`src/rtl/mem_burst_pkg.sv`:
```
// mem_burst_pkg: shared types and constants for the burst reader.
// Return FIFO entry layout and FSM state encoding.
package mem_burst_pkg;

  localparam int DATA_W     = 32;
  localparam int FIFO_DEPTH = 3;

  typedef enum logic [1:0] {
    IDLE  = 2'd0,
    ISSUE = 2'd1,
    DRAIN = 2'd2,
    DONE  = 2'd3
  } state_e;

  typedef struct packed {
    logic [DATA_W-1:0] data;
    logic              last;
  } fifo_entry_t;

endpackage

```
`src/rtl/mem_burst_reader_if.sv`:
```
// mem_burst_reader_if: command, memory read port and output stream
// of the burst reader.
interface mem_burst_reader_if #(
  parameter int WIDTH = 32,
  parameter int DEPTH = 256,
  parameter int LEN_W = $clog2(DEPTH) + 1
);
  localparam int AW = $clog2(DEPTH);

  logic             start;
  logic [AW-1:0]    start_addr;
  logic [LEN_W-1:0] start_len;
  logic             busy;
  logic             done;
  logic             mem_read_en;
  logic [AW-1:0]    mem_read_addr;
  logic [WIDTH-1:0] mem_read_data;
  logic             out_valid;
  logic             out_ready;
  logic [WIDTH-1:0] out_data;
  logic             out_last;

  modport master (
    input  start, start_addr, start_len,
    output busy, done,
    output mem_read_en, mem_read_addr,
    input  mem_read_data,
    output out_valid, out_data, out_last,
    input  out_ready
  );

  modport slave (
    output start, start_addr, start_len,
    input  busy, done,
    input  mem_read_en, mem_read_addr,
    output mem_read_data,
    input  out_valid, out_data, out_last,
    output out_ready
  );

endinterface

```
`src/rtl/mem_burst_reader_fifo.sv`:
```
// burst_fifo: small synchronous FIFO holding returned read words.
// Storage and pointers are registered; head is read combinationally.
module burst_fifo
  import mem_burst_pkg::*;
#(
  parameter type T = fifo_entry_t,
  parameter int N = FIFO_DEPTH,
  localparam int CW = $clog2(N + 1),
  localparam int PW = $clog2(N)
) (
  input  logic          clk,
  input  logic          rst,
  input  logic          push,
  input  T              wdata,
  input  logic          pop,
  output T              rdata,
  output logic          full,
  output logic          empty,
  output logic [CW-1:0] count
);

  T              mem_q [N];
  T              mem_d [N];
  logic [PW-1:0] wp_q, wp_d;
  logic [PW-1:0] rp_q, rp_d;
  logic [CW-1:0] cnt_q, cnt_d;
  logic          do_push, do_pop;

  function automatic logic [PW-1:0] nxt(input logic [PW-1:0] p);
    return (p == PW'(N - 1)) ? '0 : p + PW'(1);
  endfunction

  assign empty   = (cnt_q == '0);
  assign full    = (cnt_q == CW'(N));
  assign count   = cnt_q;
  assign rdata   = mem_q[rp_q];
  assign do_pop  = pop && !empty;
  assign do_push = push && (!full || do_pop);

  always_comb begin
    mem_d = mem_q;
    wp_d  = wp_q;
    rp_d  = rp_q;
    if (do_push) begin
      mem_d[wp_q] = wdata;
      wp_d        = nxt(wp_q);
    end
    if (do_pop) rp_d = nxt(rp_q);
    cnt_d = cnt_q + CW'(do_push) - CW'(do_pop);
  end

  always_ff @(posedge clk or posedge rst) begin
    if (rst) begin
      for (int i = 0; i < N; i++) mem_q[i] <= '0;
      wp_q  <= '0;
      rp_q  <= '0;
      cnt_q <= '0;
    end else begin
      mem_q <= mem_d;
      wp_q  <= wp_d;
      rp_q  <= rp_d;
      cnt_q <= cnt_d;
    end
  end

endmodule

```
`src/rtl/mem_burst_reader.sv`:
```
// mem_burst_reader: reads a wrapping burst from a 1-cycle memory and
// streams it out with last flag and credit-based backpressure.
module mem_burst_reader
  import mem_burst_pkg::*;
#(
  parameter int WIDTH = DATA_W,
  parameter int DEPTH = 256,
  parameter int LEN_W = $clog2(DEPTH) + 1
) (
  input logic               clk,
  input logic               rst,
  mem_burst_reader_if.master bus
);

  localparam int AW = $clog2(DEPTH);

  state_e           st_q, st_d;
  logic [AW-1:0]    addr_q, addr_d;
  logic [AW-1:0]    raddr_q, raddr_d;
  logic [LEN_W-1:0] rem_q, rem_d;
  logic             iss_q, iss_d;
  logic             ilast_q, ilast_d;
  logic             vld_q, vld_d;
  logic             vlast_q, vlast_d;

  fifo_entry_t wr_e, rd_e;
  logic        f_full, f_empty, pop;
  logic [1:0]  f_cnt;
  logic [2:0]  occ;
  logic        credit, drained;

  function automatic logic [AW-1:0] next_addr(input logic [AW-1:0] a);
    return (a == AW'(DEPTH - 1)) ? '0 : a + AW'(1);
  endfunction

  // Reads issued but not yet in the FIFO count against its space.
  assign pop     = !f_empty && bus.out_ready;
  assign occ     = 3'(iss_q) + 3'(vld_q) + 3'(f_cnt) - 3'(pop);
  assign credit  = occ < 3'(FIFO_DEPTH);
  assign drained = !iss_q && !vld_q && (f_cnt - 2'(pop)) == 2'd0;

  assign wr_e.data = bus.mem_read_data;
  assign wr_e.last = vlast_q;

  burst_fifo u_fifo (
    .clk   (clk),
    .rst   (rst),
    .push  (vld_q),
    .wdata (wr_e),
    .pop   (pop),
    .rdata (rd_e),
    .full  (f_full),
    .empty (f_empty),
    .count (f_cnt)
  );

  always_comb begin
    st_d    = st_q;
    addr_d  = addr_q;
    raddr_d = raddr_q;
    rem_d   = rem_q;
    iss_d   = 1'b0;
    ilast_d = 1'b0;
    vld_d   = iss_q;
    vlast_d = iss_q && ilast_q;
    unique case (st_q)
      IDLE: begin
        if (bus.start) begin
          if (bus.start_len == '0) begin
            st_d = DONE;
          end else begin
            st_d    = ISSUE;
            iss_d   = 1'b1;
            raddr_d = bus.start_addr;
            addr_d  = next_addr(bus.start_addr);
            rem_d   = bus.start_len - LEN_W'(1);
            ilast_d = (bus.start_len == LEN_W'(1));
          end
        end
      end
      ISSUE: begin
        if (iss_q && ilast_q) begin
          st_d = DRAIN;
        end else if (rem_q != '0 && credit) begin
          iss_d   = 1'b1;
          raddr_d = addr_q;
          addr_d  = next_addr(addr_q);
          rem_d   = rem_q - LEN_W'(1);
          ilast_d = (rem_q == LEN_W'(1));
        end
      end
      DRAIN:   if (drained) st_d = DONE;
      DONE:    st_d = IDLE;
      default: st_d = IDLE;
    endcase
  end

  always_ff @(posedge clk or posedge rst) begin
    if (rst) begin
      st_q    <= IDLE;
      addr_q  <= '0;
      raddr_q <= '0;
      rem_q   <= '0;
      iss_q   <= 1'b0;
      ilast_q <= 1'b0;
      vld_q   <= 1'b0;
      vlast_q <= 1'b0;
    end else begin
      st_q    <= st_d;
      addr_q  <= addr_d;
      raddr_q <= raddr_d;
      rem_q   <= rem_d;
      iss_q   <= iss_d;
      ilast_q <= ilast_d;
      vld_q   <= vld_d;
      vlast_q <= vlast_d;
    end
  end

  assign bus.busy          = (st_q != IDLE);
  assign bus.done          = (st_q == DONE);
  assign bus.mem_read_en   = (st_q == ISSUE) || (st_q == DRAIN);
  assign bus.mem_read_addr = raddr_q;
  assign bus.out_valid     = !f_empty;
  assign bus.out_data      = f_empty ? '0 : WIDTH'(rd_e.data);
  assign bus.out_last      = !f_empty && rd_e.last;

  a_len_legal: assert property (@(posedge clk) disable iff (rst)
    (bus.start && st_q == IDLE) |-> (bus.start_len <= LEN_W'(DEPTH)));

  a_no_overflow: assert property (@(posedge clk) disable iff (rst)
    vld_q |-> (!f_full || pop));

endmodule

```
`src/flat_wrapper.sv`:
```
// flat-port wrapper written by rule: the top's interface ports become plain ports
module mem_burst_reader_flat import mem_burst_pkg::*;
#(
  parameter int WIDTH = DATA_W,
  parameter int DEPTH = 256,
  parameter int LEN_W = $clog2(DEPTH) + 1
)
  (clk, rst, bus_start, bus_start_addr, bus_start_len, bus_busy, bus_done, bus_mem_read_en, bus_mem_read_addr, bus_mem_read_data, bus_out_valid, bus_out_data, bus_out_last, bus_out_ready);
  mem_burst_reader_if #(.WIDTH(WIDTH), .DEPTH(DEPTH), .LEN_W(LEN_W)) bus_i ();
  input logic clk;
  input logic rst;
  input wire logic [$bits(bus_i.start)-1:0] bus_start;
  input wire logic [$bits(bus_i.start_addr)-1:0] bus_start_addr;
  input wire logic [$bits(bus_i.start_len)-1:0] bus_start_len;
  output wire logic [$bits(bus_i.busy)-1:0] bus_busy;
  output wire logic [$bits(bus_i.done)-1:0] bus_done;
  output wire logic [$bits(bus_i.mem_read_en)-1:0] bus_mem_read_en;
  output wire logic [$bits(bus_i.mem_read_addr)-1:0] bus_mem_read_addr;
  input wire logic [$bits(bus_i.mem_read_data)-1:0] bus_mem_read_data;
  output wire logic [$bits(bus_i.out_valid)-1:0] bus_out_valid;
  output wire logic [$bits(bus_i.out_data)-1:0] bus_out_data;
  output wire logic [$bits(bus_i.out_last)-1:0] bus_out_last;
  input wire logic [$bits(bus_i.out_ready)-1:0] bus_out_ready;
  assign bus_i.start = bus_start;
  assign bus_i.start_addr = bus_start_addr;
  assign bus_i.start_len = bus_start_len;
  assign bus_busy = bus_i.busy;
  assign bus_done = bus_i.done;
  assign bus_mem_read_en = bus_i.mem_read_en;
  assign bus_mem_read_addr = bus_i.mem_read_addr;
  assign bus_i.mem_read_data = bus_mem_read_data;
  assign bus_out_valid = bus_i.out_valid;
  assign bus_out_data = bus_i.out_data;
  assign bus_out_last = bus_i.out_last;
  assign bus_i.out_ready = bus_out_ready;
  mem_burst_reader #(.WIDTH(WIDTH), .DEPTH(DEPTH), .LEN_W(LEN_W)) u_core (.clk(clk), .rst(rst), .bus(bus_i));
endmodule
```
`config.mk`:
```
export PLATFORM = sky130hd
export DESIGN_NAME = mem_burst_reader_flat
export DESIGN_NICKNAME = d
export VERILOG_FILES = /design/src/rtl/mem_burst_pkg.sv /design/src/rtl/mem_burst_reader_if.sv /design/src/rtl/mem_burst_reader_fifo.sv /design/src/rtl/mem_burst_reader.sv /design/src/flat_wrapper.sv
export SDC_FILE = /design/constraint.sdc
export NUM_CORES = 1
export LEC_CHECK = 0
export ABC_AREA = 1
export BUFFER_PORTS_ARGS = -buffer_cell sky130_fd_sc_hd__buf_2
export CELL_PAD_IN_SITES_DETAIL_PLACEMENT = 0
export CELL_PAD_IN_SITES_GLOBAL_PLACEMENT = 1
export CORE_MARGIN = 1
export CORE_UTILIZATION = 30
export DETAILED_ROUTE_END_ITERATION = 8
export GPL_ROUTABILITY_DRIVEN = 1
export GPL_TIMING_DRIVEN = 0
export PLACE_DENSITY_LB_ADDON = 0.12
export SLEW_MARGIN = 20
export SYNTH_ARGS = -nofsm -noshare
export SYNTH_HDL_FRONTEND = slang
export SYNTH_HIERARCHICAL = 1
export SYNTH_SLANG_ARGS = --single-unit
```
`constraint.sdc`:
```
create_clock -name clk -period 3.25 [get_ports clk]
set_input_delay 0.1625 -clock clk [delete_from_list [all_inputs] [get_ports clk]]
set_output_delay 0.1625 -clock clk [all_outputs]
set_load 0.01 [all_outputs]
```
==> reports/qor.csv <==
metric,value,unit
unrepaired setup endpoints after global routing,false,
clk root buf,clkbuf_16,
"most used cell, CP",nand2_2,
IO Port Bufs,97,
first-pass GRT wire length,39.5,mm
type of the worst min-delay path,in2reg,
Pwr per Cell Area,1090,nW/µm²
"Hold Vio Cnt, Final",0,
FP Rows,58,
min-delay src,bus_mem_read_data[4],
Leak,0.00502,µW
YS warnings,6,
vias in the first global route,7145,
CP Launch Type,flop,
Final Cell Area,9350,µm²
Total Nets Final,1254,
Core ar.,25000,µm²
GRT Total Usage,19.7,%
Slew HR,53.3,%
actual slew at the worst max-slew pin,0.700,ns
Die Wd,161,µm
Critical Path Source,u_core/u_fifo/count[0],
final number of setup-violating endpoints,0,
largest net degree at the start of global routing,71,
Max VDD drop,0.416,mV
htree depth,4,
Routed WL,24.5,mm
Die H,161,µm
Syn Nets,1125,
highest-count cells in the layout ignoring fill and taps,"nand2_1 (439), buf_2 (137), dfrtp_1 (134)",
fin crit period,3.02,ns
Setup TNS,0,ns
initial antenna violation count,2,
Final GP Congestion,0.774,
# clock sinks,136,
layout cells sized above 1,18.2,%
synthesized netlist cell count,1058,
DRT Pass-1 Iters,4,
syn avg cell area,7.21,µm²
Skew-Pair Late Insertion Delay,0.42,ns
hpwl dp,17.2,mm
CP Data Required Time,3.56,ns
Worst Path Arrival,3.33,ns
grt total ovfl,0,
Slew Limit Fails,0,
CTS tree,done,
Routed wire per std cell,16.0,µm
CP max stage delay,0.43,ns
final setup margin,0.229,ns
num ports,98,
Clock Path Buffers,2,
P&R area growth vs syn,22.5,%
Setup Skew,0.00698,ns
reg2reg start,u_core/u_fifo/count[0],
Via-to-Cell Ratio,4.77,
DP Worst Slack,-0.436,ns
DR vias,7297,
outcome,"complete, no violations",
Reg2Reg Depth,19,
clock-pin slew on the worst setup and hold paths,0.06,ns
worst-path cell chain,nor2_4 -> buf_8 -> inv_1 -> nand2_2 -> inv_2 -> ha_1 -> fa_2 -> inv_1 -> fa_1 -> inv_1 -> o21ai_0 -> nor2_1 -> nand2_2 -> nand2_2 -> nand2_2 -> buf_8 -> buf_6 -> nand2_1 -> o21ai_2,
Hold Crit Depth,3,
DR iter-0 viols,457,
"commonest non-fill, non-tap cell in the layout",nand2_1,
cts bufs inserted,17,
area post-placement,8560,µm²
Setup CP Type,reg2reg,
fmax,331,MHz
Syn Std Cell Area,7630,µm²
maxcap violations,0,
Final Cycle Share,93.0,%
Pwr Total,10200,µW
starting density of the core,30.5,%
Routed Antenna Nets,0,
Crit-path slowest cell,dfrtp_2,
worst-path fanout max,10,
die area,26100,µm²
DRC Markers,0,
Worst setup EP type,flop,
where the power goes:
group	internal (µW)	switching, µW
registers	2460	492
clock network	1400	763
logic	1820	3270
total	5680	4520
per-stage QoR:
step	util (%)	instances	hold WS, ns
final	37.3	1531	0.0169
after global routing	37.3	1530	0.0174
after CTS	37.1	1525	0.00565
after detailed placement	34.2	1486	0.227
after global placement	34.1	1485	0.419
after floorplan	-	1058	0.266
routing by layer:
layer  up-vias  wire, µm  GRT usage [%]
met5         -        13              0
met4         2       379           5.40
met3        26       976           3.47
met2       150     11700           33.1
met1      3444     11400           25.8
li1       3675         -              -
layout make-up:
class	count	area [µm²]
fillers	2778	15700
clock buffers	20	457
repair buffers	110	606
diodes	1	2.50
inverters	91	347
flip-flops and latches	136	3410
multi-input cells	767	3580
plain buffers	64	339
clock inverters	12	196
well taps	330	413
worst max-delay path, delay by kind of cell (launching register included):
family          cells  cell delay (ns)
simple gates        7             0.67
compound gates      2             0.12
fa+ha+maj           3             1.01
buf+inv             7             0.66
flops               1             0.43
what timing repair did:
item	CTS	global route
gates cloned	0	0
endpoints found under the hold margin	66	0
buffers inserted	6	5
gates resized for setup	6	8
setup endpoints to repair	25	26
hold buffers	1	0
pin swaps	1	3
state kept, by name, summed over array words and instances (netlist names):
name                      cells
u_core/vld_q                  1
u_core/u_fifo/rp_q            2
u_core/iss_q                  1
u_core/rem_q                  9
u_core/u_fifo/mem_q          99
u_core/u_fifo/wp_q            2
u_core/bus.mem_read_addr      8
u_core/u_fifo/count           2
u_core/addr_q                 8
u_core/st_q                   2
u_core/vlast_q                1
u_core/ilast_q                1
path summary, 6_finish.rpt:
kind                                                 to  slack, ns
worst max-delay path                    u_core/rem_q[2]       0.23
min in group asynchronous       u_core/u_fifo/mem_q[56]       0.33
worst min register to register             u_core/vld_q       0.43
max in group asynchronous       u_core/u_fifo/mem_q[28]       2.22
worst min-delay path            u_core/u_fifo/mem_q[71]       0.02
worst max register to register          u_core/rem_q[2]       0.23
(Power assumes the default switching activity.)
